## src/rtl/sad_array_16_pkg.sv

```systemverilog
// sad_array_16_pkg: shared widths, lane count and the SAD width rule.
// Provides default pixel/element widths, block size, the fixed lane count,
// and the width check used by the SAD array, min tree and motion-vector stages.
package sad_array_16_pkg;
  localparam int LANES = 16;
  localparam int DEF_PIXEL_BIT_DEPTH = 8;
  localparam int DEF_ELEMENT_BIT_DEPTH = 14;
  localparam int DEF_BLOCK_PIXELS = 64;
  // An element must hold BLOCK_PIXELS worst-case abs-diffs without wrapping.
  function automatic bit sad_width_ok(int p, int b, int e);
    return e >= p + $clog2(b);
  endfunction
  localparam bit SAD_WIDTH_OK =
    sad_width_ok(DEF_PIXEL_BIT_DEPTH, DEF_BLOCK_PIXELS, DEF_ELEMENT_BIT_DEPTH);
endpackage

```

## src/rtl/sad_array_16_abs_diff_acc.sv

```systemverilog
// sad_array_16_abs_diff_acc: one SAD lane, |cur - ref_pixel| accumulator.
// Ports: clk, rst (async, active-high), cur, ref_pixel, en (beat accepted),
// clear_on_en (this beat closes the block), next_sum (acc + this beat's abs-diff).
module sad_array_16_abs_diff_acc #(
  parameter int P = 8,
  parameter int E = 14
) (
  input  logic         clk,
  input  logic         rst,
  input  logic [P-1:0] cur,
  input  logic [P-1:0] ref_pixel,
  input  logic         en,
  input  logic         clear_on_en,
  output logic [E-1:0] next_sum
);
  logic [E-1:0] acc;
  logic [P-1:0] diff;
  assign diff = cur >= ref_pixel ? cur - ref_pixel : ref_pixel - cur;
  assign next_sum = acc + E'(diff);
  always_ff @(posedge clk or posedge rst)
    if (rst) acc <= '0;
    else if (en) acc <= clear_on_en ? '0 : next_sum;
endmodule

```

## src/rtl/sad_array_16.sv

```systemverilog
// sad_array_16: 16-lane SAD accumulator with a held output register.
// Ports: clk, rst (async, active-high); in_valid/in_ready, cur_pixel,
// ref_pixels (lane k at [k*P +: P]); out_valid/out_ready, sad_array
// (lane k at [k*E +: E], min-tree packing).
module sad_array_16
  import sad_array_16_pkg::*;
#(
  parameter int PIXEL_BIT_DEPTH = DEF_PIXEL_BIT_DEPTH,
  parameter int BLOCK_PIXELS = DEF_BLOCK_PIXELS,
  parameter int ELEMENT_BIT_DEPTH = DEF_ELEMENT_BIT_DEPTH
) (
  input  logic                           clk,
  input  logic                           rst,
  input  logic                           in_valid,
  output logic                           in_ready,
  input  logic [PIXEL_BIT_DEPTH-1:0]     cur_pixel,
  input  logic [PIXEL_BIT_DEPTH*16-1:0]  ref_pixels,
  output logic                           out_valid,
  input  logic                           out_ready,
  output logic [ELEMENT_BIT_DEPTH*16-1:0] sad_array
);
  localparam int P = PIXEL_BIT_DEPTH;
  localparam int E = ELEMENT_BIT_DEPTH;
  localparam int CW = $clog2(BLOCK_PIXELS);
  if (!sad_width_ok(P, BLOCK_PIXELS, E) || BLOCK_PIXELS < 2 ||
      (BLOCK_PIXELS & (BLOCK_PIXELS - 1)) != 0) begin : g_bad_params
    $error("sad_array_16: illegal PIXEL/ELEMENT/BLOCK parameters");
  end
  logic [CW-1:0] beat_cnt;
  logic [E*LANES-1:0] next_sums;
  logic last, accept;
  assign last = beat_cnt == CW'(BLOCK_PIXELS - 1);
  // Only the closing beat can stall: it needs the output register free.
  assign in_ready = !(last && out_valid && !out_ready);
  assign accept = in_valid && in_ready;
  for (genvar k = 0; k < LANES; k++) begin : g_lane
    sad_array_16_abs_diff_acc #(.P(P), .E(E)) u_lane (
      .clk(clk),
      .rst(rst),
      .cur(cur_pixel),
      .ref_pixel(ref_pixels[k*P +: P]),
      .en(accept),
      .clear_on_en(last),
      .next_sum(next_sums[k*E +: E])
    );
  end
  // beat_cnt wraps naturally at BLOCK_PIXELS (power of two).
  always_ff @(posedge clk or posedge rst)
    if (rst) begin
      beat_cnt <= '0;
      out_valid <= 1'b0;
      sad_array <= '0;
    end else begin
      if (accept) beat_cnt <= beat_cnt + 1'b1;
      if (accept && last) begin
        out_valid <= 1'b1;
        sad_array <= next_sums;
      end else if (out_ready) out_valid <= 1'b0;
    end
endmodule

```

## config.mk

```make
export PLATFORM = sky130hd
export DESIGN_NAME = sad_array_16
export DESIGN_NICKNAME = d
export VERILOG_FILES = /design/src/rtl/sad_array_16_pkg.sv /design/src/rtl/sad_array_16_abs_diff_acc.sv /design/src/rtl/sad_array_16.sv
export SDC_FILE = /design/constraint.sdc
export NUM_CORES = 2
export LEC_CHECK = 0
export CAP_MARGIN = 0
export CORE_MARGIN = 5
export CORE_UTILIZATION = 45
export CTS_CLUSTER_DIAMETER = 30
export DETAILED_ROUTE_END_ITERATION = 12
export DONT_BUFFER_PORTS = 1
export HOLD_SLACK_MARGIN = 0.12
export PLACE_DENSITY = 0.67
export SYNTH_ARGS = -nofsm -noshare
export SYNTH_HDL_FRONTEND = slang
export SYNTH_HIERARCHICAL = 1
export SYNTH_SLANG_ARGS = --single-unit
```

## constraint.sdc

```tcl
create_clock -name clk -period 10.51 [get_ports clk]
set_clock_uncertainty 0.15 [all_clocks]
set_input_delay 1.5765 -clock clk [delete_from_list [all_inputs] [get_ports clk]]
set_output_delay 1.5765 -clock clk [all_outputs]
set_load 0.1 [all_outputs]
```

======== Word-level counts from Yosys, hierarchy flattened ========
Index checks and enable logic that the tools add are counted.
word-level totals
  flip-flop bits (word level) ............. 455
  bits in latches ......................... 0
  RAM bits ................................ 0
  memory bits (read-only) ................. 0
  input port bits ......................... 140
  output and inout port bits .............. 226
  logic and storage cells ................. 126
  memories ................................ 0
cells by class
  add/sub/neg operators ................... 49
  multipliers ............................. 0
  divide/modulo/power cells ............... 0
  magnitude comparators ................... 16
  equal/unequal tests ..................... 1
  shift operators ......................... 0
  muxes and demuxes ....................... 34
  bitwise operators ....................... 0
  reduce and logical (&&, ||, !) cells .... 7
operator list
  operator                                                       count
  8-bit subtractor                                               32
  14-bit by 8-bit adder with 14-bit output                       16
  14-bit 2-to-1 mux                                              16
  8-bit >= comparator                                            16
  8-bit 2-to-1 mux                                               16
  6-bit by 1-bit adder with 6-bit output, second input constant  1
  6-bit equality test, second input constant                     1
  1-bit logical AND                                              4
  1-bit zero test                                                2
  1-bit 2-to-1 mux                                               2
  2-bit nonzero test                                             1

======== Logic depth before layout (Yosys ltp) ========
  depth after elaboration ................. 7
  depth in mapped cells ................... 20
  depth with buffers taken out ............ 19

======== Modules after synthesis ========
The synthesis kept the hierarchy.
modules (own cells, without submodules)
  module                                              instances  cells each  area an instance (sq um)  sequential area each (sq um)
  sad_array_16_abs_diff_acc at g_lane[11].u_lane ...  6          210         1821.7                    350.3
  sad_array_16_abs_diff_acc at g_lane[0].u_lane ...   5          228         1823.0                    350.3
  sad_array_16                                        1          505         8745.9                    5780.5
  sad_array_16_abs_diff_acc at g_lane[6].u_lane ...   3          221         1831.8                    350.3
  sad_array_16_abs_diff_acc at g_lane[15].u_lane      1          225         1839.3                    350.3
  sad_array_16_abs_diff_acc at g_lane[8].u_lane       1          218         1785.5                    350.3

======== Worst setup path after synthesis ========
Ideal clock, no wire load.
  path type ............................... input -> register
  from .................................... input port cur_pixel[0]
  to ...................................... register sad_array[223]
  library setup time ...................... 0.128 ns
  arrival time ............................ 5.362 ns
  data required time ...................... 10.232 ns
  setup slack ............................. 4.870 ns
  stages on the path ...................... 18
  buffers on the path ..................... 1
  path through ............................ inv_1 ha_1 inv_1 fa_1 a21o_1 a2111oi_4 o21ai_2 buf_6 a21bo_1 a2111o_1 and3_1 ha_1 a21o_1 a21o_1 a22oi_1 nor2_1 xnor2_1 mux2_1
on the way
  cells in the longest elaborated chain, start to end .. 3
  elaborated cells on any way between the ends .. 5
  those cells by class .................... 3 x add/sub; 1 x order compare; 1 x mux
ends and longest elaborated chain
  element                                                  RTL line                         text
  from (decl)                                              sad_array_16.sv:16               input logic [PIXEL_BIT_DEPTH-1:0] cur_pixel,
  8-bit subtractor or 8-bit >= comparator (tied branches)  sad_array_16_abs_diff_acc.sv:18  assign diff = cur >= ref_pixel ? cur - ref_pixel : ref_pixel - cur;
  8-bit 2-to-1 mux *                                       sad_array_16_abs_diff_acc.sv:18
  14-bit by 8-bit adder with 14-bit output *               sad_array_16_abs_diff_acc.sv:19  assign next_sum = acc + E'(diff);
  net next_sums[223]                                       sad_array_16.sv:30               logic [E*LANES-1:0] next_sums;
  to (signal assigned)                                     sad_array_16.sv:57               sad_array <= next_sums;
  to (decl)                                                sad_array_16.sv:20               output logic [ELEMENT_BIT_DEPTH*16-1:0] sad_array
The timed path passes the listed nets; every way through them passes the cells marked *.
A chain may end at the register's enable or synchronous reset.

======== Worst setup path in the final report ========
  from .................................... input port cur_pixel[0]
  to ...................................... register sad_array[10]
Same word-level chain as after synthesis.

==> flow_summary.json <==
{
  "required_ps": 10890,
  "gp_congestion": 0.907,
  "clock.fmax_ghz": 0.183,
  "grt_use_total_pct": 21.7,
  "num_vias": 29309,
  "rows": 106,
  "cp_max_fo": 32,
  "synthesis.nets": 4568,
  "hold_buffers": 0,
  "die_area_um2": 90200,
  "vias_per_cell": 5.65,
  "timing.setup.tns_ps": 0,
  "relSlewSlack_pct": 23.8,
  "synthCells": 4011,
  "grt_overflow_total": 0,
  "cts_tree": "yes",
  "detailed_place_hpwl_um": 72200,
  "synth_top_cells_by_area": "dfrtp_1, ha_1, inv_1, xnor2_1, mux2_2",
  "clk_path_buf_depth": 3,
  "routedWlPerCell_um": 19.2,
  "syn_area_um2": 37900,
  "post_synth_num_cell_types": 100,
  "drc": 0,
  "start_util_pct": 45.4,
  "fin_crit_sh_pct": 52.0,
  "die_w_um": 300,
  "cts_buffers": 113,
  "synthArstFlopShare_pct": 100,
  "cts_root_buffer": "clkbuf_16",
  "p_leak_nw": 20.3,
  "arrival_ps": 5850,
  "syn2layout_area_growth_pct": 12.2,
  "dr_wl_met3_um": 7850,
  "post_cts_buffers": 0,
  "antenna_found_initial": 1,
  "place_ws_ps": 4480,
  "cp-end-kind": "register",
  "grt_pass1_wl_um": 160000,
  "rsz0062_at_grt": "false",
  "start_kind": "input port",
  "synth_common_cells": "inv_1, dfrtp_1, ha_1",
  "fin_crit_ps": 5460,
  "clock-sinks": 455,
  "ios": 366,
  "max_stage_delay_ps": 870,
  "final_antenna_net_count": 0,
  "clock_latency_ps": 660,
  "die_height_um": 300,
  "core-area_um2": 83600,
  "synth_seq_cells": 455,
  "crit_type": "in -> reg",
  "ir_worst_vdd_uv": 221,
  "yosys_warnings": 6,
  "yosys.area.top_type_share_pct": 30.0,
  "yosys_most_used_dff": "dfrtp_1",
  "met2WireLength_um": 45400,
  "cts_resized": 0,
  "num_antenna_cells": 0,
  "yosysSeqAreaShare_pct": 30.0,
  "drt-initial-drc-count": 1604,
  "path_cells": "inv_1 -> ha_1 -> inv_1 -> fa_1 -> nand3_1 -> nand3_1 -> a31oi_1 -> mux2i_1 -> a211oi_1 -> o21ai_1 -> xnor2_1 -> ha_1 -> o21ai_1 -> a21oi_1 -> o41ai_2 -> nor2_1 -> xor2_1 -> mux2_1",
  "yosysTopAreaCell": "dfrtp_1",
  "met1_length_um": 42400,
  "dr.pass1.iters": 5,
  "clkTransAtPathRegs_ps": 40,
  "slowest_stage": "a31oi_1",
  "grt_pass1_vias": 29749,
  "maxCapViolCount": 0,
  "numPortBuffers": 0,
  "htreeDepth": 3,
  "finalHoldViolCount": 0,
  "grt_max_degree": 117,
  "hold_path.class": "reg -> reg",
  "finalSetupViolCount": 0,
  "maxSlewViolCount": 0,
  "setup_slack_ps": 5050,
  "syn_area_per_cell_um2": 9.45,
  "final_nets": 4563,
  "power_density_nw_per_um2": 330,
  "tightestPinTransition_ps": 1140,
  "wirelength_um": 99700,
  "drive_gt1_share_pct": 13.5,
  "synth_edf_count": 0,
  "status": "finished, final reports clean",
  "synth_most_common_cell": "inv_1",
  "fillers": 7584,
  "top_layer": "met5"
}
==> critical path, delay by kind of cell <==
family / cells / cell delay, ps
compound gates: 6 / 2040
fa+ha+maj: 3 / 860
mux: 2 / 470
simple gates: 3 / 420
xor+xnor: 2 / 330
buf+inv: 2 / 120
==> registers in the layout, indices dropped and copies added, names as in the netlist <==
name	cells
beat_cnt	6
g_lane.u_lane/acc	224
out_valid	1
sad_array	224
==> final timing paths <==
kind	start	to	slack (ps)	cells after the start
max	cur_pixel[0]	sad_array[10]	5050	18
min	g_lane[2].u_lane/acc[0]	g_lane[2].u_lane/acc[0]	340	1
max reg2reg	out_valid	g_lane[14].u_lane/acc[11]	6500	8
min reg2reg	g_lane[2].u_lane/acc[0]	g_lane[2].u_lane/acc[0]	340	1
max in group asynchronous	rst	sad_array[183]	7990	2
min in group asynchronous	rst	g_lane[8].u_lane/acc[0]	710	1
==> cell usage in the layout, fill, tap and decap left out, drive strengths merged, types with 14 or more instances in the layout <==
cell type  instances
nor3              44
dfrtp            455
o21a              36
nor4              17
nand2            192
nor3b             14
or2               32
a22o              70
o21ai            189
o31ai             16
a211oi            30
a31oi             57
clkinvlp          22
xnor2            227
mux2i             30
o21bai            14
nand4             56
a211o             19
and2              18
a21o              73
o22ai             34
mux2             261
nand2b            31
nor2             182
o311ai            28
and3              31
inv              569
a21oi            196
ha               369
o211ai            65
and4              14
fa                48
a311o             30
nand3            112
nor2b             91
a31o              18
xor2              49
clkinv            38
clkbuf           143
==> through the flow <==
step           std cells  utilization, %  power (mW)  cell area [um2]  hold WS [ps]
3_5_place_dp        4971            46.1        10.5            38500           334
4_1_cts             5186            50.9        14.1            42500           347
3_3_place_gp        4971            46.1        10.3            38500           325
5_1_grt             5186            50.9        14.9            42500           354
6_report            5186            50.9        14.0            42500           340
2_1_floorplan       4011               -        9.34            37900           306
==> cell type report <==
class	count	area, um2	area share, %
inverters	569	2150	5.06
clock inverters	72	793	1.87
multi-input cells	2855	23500	55.4
repair buffers	12	90.1	0.212
flip-flops and latches	455	11400	26.8
well taps	1080	1350	3.18
clock buffers	143	3200	7.54
==> kinds of logic (layout without fill, tap and decap cells) <==
kind of cell	count (synthesis)	in the layout	synth area share (%)
AOI/OAI and AO/OA	989	989	20.0
DFF	455	455	30.0
buffers and inverters	701	796	7.87
muxes	291	291	8.55
adders and majority gates	417	417	14.7
and+or+nand+nor	882	882	12.5
xor gates and xnor gates	276	276	6.38
==> metal layers <==
metal | global-route usage, % | up-vias
li1 | - | 14206
met1 | 26.7 | 14206
met2 | 35.2 | 711
met3 | 7.11 | 184
met4 | 8.98 | 2
met5 | 0 | -
==> report_power, final <==
group | switching (mW) | total [mW] | internal, mW
clock network | 1.12 | 3.56 | 2.44
registers | 2.97 | 5.39 | 2.41
logic | 2.77 | 5.09 | 2.32
No activity file was read; power rests on OpenSTA's default activity.
